**config.mk**
```make
export PLATFORM = sky130hd
export DESIGN_NAME = sequenciador_medidas
export DESIGN_NICKNAME = d
export VERILOG_FILES = /design/src/rtl/sequenciador_medidas.sv
export SDC_FILE = /design/constraint.sdc
export NUM_CORES = 1
export LEC_CHECK = 0
export ABC_AREA = 1
export BUFFER_PORTS_ARGS = -buffer_cell sky130_fd_sc_hd__buf_2
export CORE_ASPECT_RATIO = 0.8
export CORE_MARGIN = 3
export CORE_UTILIZATION = 30
export DETAILED_ROUTE_END_ITERATION = 12
export PLACE_DENSITY = 0.54
export SYNTH_ARGS = -nofsm -noshare
export SYNTH_HDL_FRONTEND = slang
export SYNTH_SLANG_ARGS = --single-unit
export TNS_END_PERCENT = 100
```
**constraint.sdc**
```tcl
create_clock -name clock -period 1.95 [get_ports clock]
set_input_delay 0.195 -clock clock [delete_from_list [all_inputs] [get_ports clock]]
set_output_delay 0.195 -clock clock [all_outputs]
set_load 0.01 [all_outputs]
```
**src/rtl/sequenciador_medidas.sv**
```systemverilog
// Measurement sequencer: requests range measurements and declares success after
// N_ACERTOS consecutive in-band results, or failure after MAX_TENTATIVAS attempts.
module sequenciador_medidas #(
    parameter int unsigned INTERVALO      = 3_000_000,
    parameter int unsigned TIMEOUT        = 2_500_000,
    parameter int unsigned N_ACERTOS      = 3,
    parameter int unsigned MAX_TENTATIVAS = 8
) (
    input  logic       clock,
    input  logic       reset,
    input  logic       iniciar,
    input  logic       pronto,
    input  logic       dentro,
    output logic       medir,
    output logic       acertou,
    output logic       fim,
    output logic       timeout,
    output logic [3:0] db_estado,
    output logic [3:0] db_acertos
);

    localparam int unsigned MAX_CNT = (INTERVALO > TIMEOUT) ? INTERVALO : TIMEOUT;
    localparam int unsigned TW      = (MAX_CNT > 1) ? $clog2(MAX_CNT) : 1;

    localparam logic [TW-1:0] FIM_AGUARDA = TW'(TIMEOUT - 1);
    localparam logic [TW-1:0] FIM_ESPERA  = TW'(INTERVALO - 1);
    localparam logic [3:0]    ALVO_ACERTOS = 4'(N_ACERTOS);
    localparam logic [3:0]    ALVO_TENT    = 4'(MAX_TENTATIVAS);

    typedef enum logic [3:0] {
        INICIAL = 4'd0,
        PREPARA = 4'd1,
        MEDE    = 4'd2,
        AGUARDA = 4'd3,
        AVALIA  = 4'd4,
        ESPERA  = 4'd5,
        ACERTOU = 4'd6,
        FALHA   = 4'd7
    } estado_t;

    estado_t       state, state_n;
    logic [TW-1:0] timer, timer_n;
    logic [3:0]    acertos, acertos_n;
    logic [3:0]    tentativas, tentativas_n;
    logic [3:0]    acertos_upd;
    logic          resultado, resultado_n;
    logic          perdida, perdida_n;
    logic          medir_n, acertou_n, fim_n, timeout_n;

    // State, counters and Moore outputs; outputs follow the next state so they
    // line up with the state they belong to.
    always_ff @(posedge clock or negedge reset) begin
        if (!reset) begin
            state      <= INICIAL;
            timer      <= '0;
            acertos    <= '0;
            tentativas <= '0;
            resultado  <= 1'b0;
            perdida    <= 1'b0;
            medir      <= 1'b0;
            acertou    <= 1'b0;
            fim        <= 1'b0;
            timeout    <= 1'b0;
        end else begin
            state      <= state_n;
            timer      <= timer_n;
            acertos    <= acertos_n;
            tentativas <= tentativas_n;
            resultado  <= resultado_n;
            perdida    <= perdida_n;
            medir      <= medir_n;
            acertou    <= acertou_n;
            fim        <= fim_n;
            timeout    <= timeout_n;
        end
    end

    // Next-state and datapath updates
    always_comb begin
        state_n      = state;
        timer_n      = timer;
        acertos_n    = acertos;
        tentativas_n = tentativas;
        resultado_n  = resultado;
        perdida_n    = perdida;
        acertos_upd  = '0;

        case (state)
            INICIAL, ACERTOU, FALHA: begin
                if (iniciar) begin
                    state_n      = PREPARA;
                    acertos_n    = '0;
                    tentativas_n = '0;
                    timer_n      = '0;
                end
            end
            PREPARA: begin
                acertos_n    = '0;
                tentativas_n = '0;
                timer_n      = '0;
                resultado_n  = 1'b0;
                perdida_n    = 1'b0;
                state_n      = MEDE;
            end
            MEDE: begin
                if (tentativas != ALVO_TENT) begin
                    tentativas_n = tentativas + 4'd1;
                end
                timer_n = '0;
                state_n = AGUARDA;
            end
            AGUARDA: begin
                // A completed measurement wins over a simultaneous expiry
                if (pronto) begin
                    resultado_n = dentro;
                    perdida_n   = 1'b0;
                    state_n     = AVALIA;
                end else if (timer == FIM_AGUARDA) begin
                    resultado_n = 1'b0;
                    perdida_n   = 1'b1;
                    state_n     = AVALIA;
                end else begin
                    timer_n = timer + TW'(1);
                end
            end
            AVALIA: begin
                acertos_upd = (resultado && !perdida) ? acertos + 4'd1 : 4'd0;
                acertos_n   = acertos_upd;
                timer_n     = '0;
                if (acertos_upd == ALVO_ACERTOS) begin
                    state_n = ACERTOU;
                end else if (tentativas == ALVO_TENT) begin
                    state_n = FALHA;
                end else begin
                    state_n = ESPERA;
                end
            end
            ESPERA: begin
                if (timer == FIM_ESPERA) begin
                    timer_n = '0;
                    state_n = MEDE;
                end else begin
                    timer_n = timer + TW'(1);
                end
            end
            default: begin
                state_n = INICIAL;
            end
        endcase

        medir_n   = (state_n == MEDE);
        acertou_n = (state_n == ACERTOU);
        fim_n     = (state_n == ACERTOU) || (state_n == FALHA);
        timeout_n = (state_n == AVALIA) && perdida_n;
    end

    assign db_estado  = state;
    assign db_acertos = acertos;

endmodule

```
Word level (Yosys, flattened, before mapping). Cells that the tools add are included.

Flip-flop bits (word level): 40. Input port bits: 5. Output and inout port bits: 12. Word-level logic and storage cells: 72.

Reduce and logical (&&, ||, !) cells: 15. Add/subtract/negate cells: 3. Equality and inequality tests: 21. Multiplexer cells: 23.

Operator list (count): 22-bit 2-to-1 mux (4); 22-bit one-hot mux with 4 select lines (1); 22-bit == test (second input constant) (2); 4-bit by 3-bit == test with 1-bit output (second input constant) (7); 4-bit 2-to-1 mux (7); 4-bit one-hot mux with 3 select lines (2); 4-bit one-hot mux with 6 select lines (1); 22-bit by 1-bit adder with 22-bit output (second input constant) (1); 4-bit by 2-bit == test with 1-bit output (second input constant) (4); 4-bit by 1-bit adder with 4-bit output (second input constant) (2); 2-bit != test (second input constant) (4); 3-bit nonzero test (2); 3-bit OR reduction (2); 4-bit by 1-bit == test with 1-bit output (second input constant) (1); 4-bit == test (second input constant) (1); 4-bit logical NOT (1); 1-bit 2-to-1 mux (4); 2-bit 2-to-1 mux (2); 4-bit != test (second input constant) (1); 1-bit one-hot mux with 2 select lines (2); 2-bit AND reduction (2); 4-bit AND reduction (1); 4-bit nonzero test (1); 3-bit != test (second input constant) (1); other kinds (5) (6).

Longest topological paths before layout.
Depth in word-level cells: 8. Mapped depth: 12.

Worst setup path before layout. No wires, ideal clock.

Kind: register -> register. Start point: register timer[0]. End point: register timer[8]. Data required time: 1.833 ns. Slack: 0.259 ns. Setup time: 0.117 ns. Period minus slack after synthesis: 1.691 ns. Arrival: 1.574 ns. Stages on the path, launching flop included: 12. Cell sequence: dfrtp_1 > ha_1 > nand3_4 > nor2_2 > nand3_2 > nand2_2 > nand2_2 > nand2_4 > inv_4 > buf_8 > nand2_2 > o21ai_2.

Word-level cells in the longest chain between the ends: 4.

Ends and longest elaborated chain: start, declared (RTL line 42) `logic [TW-1:0] timer, timer_n;`; start signal, assigned (RTL line 66) `timer <= timer_n;`; 22-bit by 1-bit adder with 22-bit output (RTL line 123, 143); 22-bit 2-to-1 mux (RTL line 118) `end else if (timer == FIM_AGUARDA) begin`; 22-bit 2-to-1 mux (RTL line 114) `if (pronto) begin`; 22-bit one-hot mux with 4 select lines (RTL line 88) `case (state)`.

Several ways; a longest one is shown, not always the timed one. The select of a mux whose other input is x is not followed. A chain may end at the register's enable or synchronous reset.

Worst setup path in the final report.
Start point: register timer[1]. End point: register acertou.

Word-level cells in the longest chain between the ends: 5.

Ends and longest elaborated chain: 22-bit == test (RTL line 118); 4-bit 2-to-1 mux (RTL line 118); 4-bit 2-to-1 mux (RTL line 114); 4-bit one-hot mux with 6 select lines * (RTL line 88); 4-bit by 3-bit == test with 1-bit output * (RTL line 152) `acertou_n = (state_n == ACERTOU);`; net acertou_n (RTL line 48) `logic medir_n, acertou_n, fim_n, timeout_n;`; end signal, assigned (RTL line 72) `acertou <= acertou_n;`; end, declared (RTL line 15) `output logic acertou,`.

Mark *: on every way through the listed nets, which the timed path passes. The rest lies on a longest branch.

==> summary.md <==
| Metric | Value |
|---|---|
| Count of boundary I/O pins | 17 |
| Post-DP HPWL | 5620 µm |
| Clock buffer count from CTS | 5 |
| Main flop type after synthesis | sky130_fd_sc_hd__dfrtp_1 |
| Final setup viols | 0 |
| Area growth from synthesis to final layout | 16.3% |
| Width of the chip | 115 µm |
| Clk sink count | 40 |
| Most frequent cell on the critical path | sky130_fd_sc_hd__nor2_1 |
| P_int | 1630 µW |
| CP Data Arrival Time | roughly 1.9 ns |
| Synthesis-stage register bit count | 40 |
| Number of global-route vias before repair | 2,415 |
| Clock network power share | 0.401 |
| Post-synthesis cell count | 426 |
| Global routing usage summed across all routing layers | 0.141 |
| Yosys top cell by area | sky130_fd_sc_hd__dfrtp_1 |
| Critical path type | flop to flop |
| Detailed Routing Iterations Pass 1 | 4 |
| Wire length reported by the detailed router | 7340 µm |
| Max Root-Sink Buffers | 2 |
| Top-count cell post-synth | sky130_fd_sc_hd__nand2_1 |
| Result of the run | completed |
| Register share of total power | 0.392 |
| Maximum fanout encountered on the critical timing path | 6 |
| Cell types with the highest counts after synthesis | sky130_fd_sc_hd__nand2_1 (141), sky130_fd_sc_hd__nor2_1 (57), sky130_fd_sc_hd__inv_1 (43), sky130_fd_sc_hd__dfrtp_1 (40), sky130_fd_sc_hd__nand3_1 (38) |
| Critical Path, Cell by Cell | ha_2, nand3_4, nor2_4, nand2b_1, o21ai_2, nand3_1, nor2_1, nor2_1 |
| DRC | 0 |
| Syn_nets | 435 |
| Net load switching power | around 740 µW |
| Ys Warns | 0 |
| Total Die Area | ~11,000 µm² |
| Period utilization | 0.907 |
| Element type at the critical path end | flop |
| Die span in y | 93.1 µm |
| Vias | 2,708 |
| Number of placement rows | 31 |
| H-Tree Level Count | 2 |
| RSZ-0062 raised after global routing | no |
| Fmax | 0.566 GHz |
| Final critical path time including I/O delays and setup | roughly 1.8 ns |
| Switching portion of total power | 0.311 |
| Leakage | 0.00150 µW |
| Antenna violations before repair | 0 |
| Master of the slowest instance on the critical path | sky130_fd_sc_hd__dfrtp_1 |
| Violation count after the first detailed-route iteration | 171 |
| Critical path required time | around 2.1 ns |
| Synth async-reset ratio | 1.00 |
| Max-slew headroom at the worst pin | 0.668 |
| Critical Path Max Stage Delay | 0.39 ns |
| Diodes inserted | 0 |
| Post-synthesis area per instance | 6.68 µm² |
| Number of enable flip-flop cells after synthesis | 0 |
| Drt wl/cell | 12.9 µm |
| GP Congestion | 0.930 |
| NumNets Final | 464 |
| End-of-flow core utilization | 0.361 |
| Top-area cell type share of the netlist area | 0.352 |
| Total negative setup slack | 0 ns |
| Worst Path Buf+Inv | 0 |
| Distinct cell type count of the synthesized netlist | 38 |
| Part of the Yosys area used for sequential elements | 0.352 |
| Worst slew pin tran | 0.493 ns |
| IO buf count | 16 |
| Final Max Tran Viols | 0 |
| Logic pwr share | 0.207 |
| Power Density | 716 nW/µm² |
| Initial core utilization | 0.311 |
| Pin count of the biggest net entering global routing | 24 |
| Count of nets left with antenna violations after detail routing | 0 |
| Clock Root Buffer | sky130_fd_sc_hd__clkbuf_16 |
| CTS tree | built |
| Netlist area before placement | 2850 µm² |
| Post-route worst hold slack | around 0.17 ns |
| Ratio of cells with drive above 1 in the final layout | 0.147 |
| Later-pin clock latency in the skew report | 0.29 ns |
| Leading cell types by total area after synthesis | sky130_fd_sc_hd__dfrtp_1 (35%), sky130_fd_sc_hd__nand2_1 (19%), sky130_fd_sc_hd__nor2_1 (7.5%) |
| Startpoint Class | flop |
| Std-Cell Core Area | around 9200 µm² |
| Worst VDD drop | 0.327 mV |
| Number of max-cap violations | 0 |
| Final setup skew | ~0.01 ns |
| Overflow left after global routing | 0 |
| Global-route wire length before repair | 12,100 µm |
| CP delay by family, top | simple AND/OR/NAND/NOR gates |
| Final hold viol count | 0 |
| Vias per cell | between 4 and 5 |
| Clock-pin slew on the worst setup and hold paths | 0.07 ns |
| Hold Path Class | primary input to flop |
==> per-layer routing <==
layer | track usage | vias up | share of wire
met2 | 0.211 | 65 | 0.41
met5 | 0 | - | 0
met4 | 0.0313 | 0 | 0.0080
met3 | 0.0246 | 5 | 0.045
met1 | 0.211 | 1231 | 0.54
li1 | - | 1407 | -
==> cell families (layout without fill, tap and decap cells) <==
family,after synthesis,after routing,synth area share
simple gates,269,269,0.412
buf+inv,59,89,0.0928
other cells,1,1,0.00132
fa+ha+maj,4,4,0.0176
xor+xnor,14,14,0.0431
flops,40,40,0.352
compound gates,39,39,0.0809
==> sequential cells by signal (all words and copies together), names as in the netlist <==
register,cells
acertou,1
db_acertos,4
db_estado,4
fim,1
medir,1
perdida,1
resultado,1
tentativas,4
timeout,1
timer,22
==> worst register-to-register path, delay by kind of cell (launching register included) <==
| family | cells | cell delay, ns |
|---|---|---|
| and+or+nand+nor | 6 | 0.79 |
| DFF | 1 | 0.39 |
| adders and majority gates | 1 | 0.26 |
| AOI/OAI and AO/OA | 1 | 0.21 |
==> cell type report <==
cell class | count | area, µm²
Fill cell | 972 | 5850
Multi-Input combinational cell | 327 | 1590
Sequential cell | 40 | 1000
Timing Repair Buffer | 33 | 223
Inverter | 48 | 186
Tap cell | 115 | 144
Clock buffer | 5 | 125
Clock inverter | 3 | 42.5
==> metrics by stage <==
step | worst slack, ns | total power, µW | instance area, µm² | cells
finish | 0.182 | 2370 | 3310 | 571
global route | 0.0155 | 2500 | 3310 | 571
CTS | 0.0804 | 2390 | 3270 | 567
detailed placement | 0.0967 | 1420 | 3090 | 558
global placement | 0.117 | 1420 | 3090 | 558
floorplan | 0.259 | 1280 | 2850 | 426
==> power groups by stage <==
stage	Sequential (µW)	Combinational (µW)	Clock [µW]
finish	928	491	950
global route	940	556	1000
CTS	929	484	974
detailed placement	945	480	0
global placement	945	476	0
floorplan	953	325	0
==> placed cells by master (no fill, tap or decap), drive strengths merged <==
cell / n
ha: 4
and2: 1
clkbuf: 5
inv: 46
or2: 1
nor3: 7
o22ai: 4
bufinv: 1
o211ai: 2
xnor2: 1
nand3b: 2
and3: 1
o21ai: 24
dlygate4sd3: 1
nand4: 9
conb: 1
nand2b: 1
clkinvlp: 2
nand3: 40
a21oi: 8
xor2: 13
nand2: 146
buf: 32
clkinv: 2
dfrtp: 40
o21bai: 1
nor2: 61
==> final timing paths <==
path	start	endpoint	slack, ns	cells past startpoint
min in group asynchronous	reset	timer[20]	0.40	2
worst max-delay path	timer[1]	acertou	0.18	8
max in group asynchronous	reset	timer[2]	1.08	3
worst max register to register	timer[1]	acertou	0.18	8
worst min register to register	resultado	resultado	0.50	2
worst min-delay path	dentro	resultado	0.17	3
==> repair_timing <==
| item | CTS | global route |
|---|---|---|
| gates resized for setup | 0 | 3 |
| buffers inserted | 0 | 4 |
| endpoints found under the setup margin | 0 | 13 |
| hold endpoints to repair | 17 | 0 |
| hold buffers | 1 | 0 |
(Power assumes the default switching activity.)
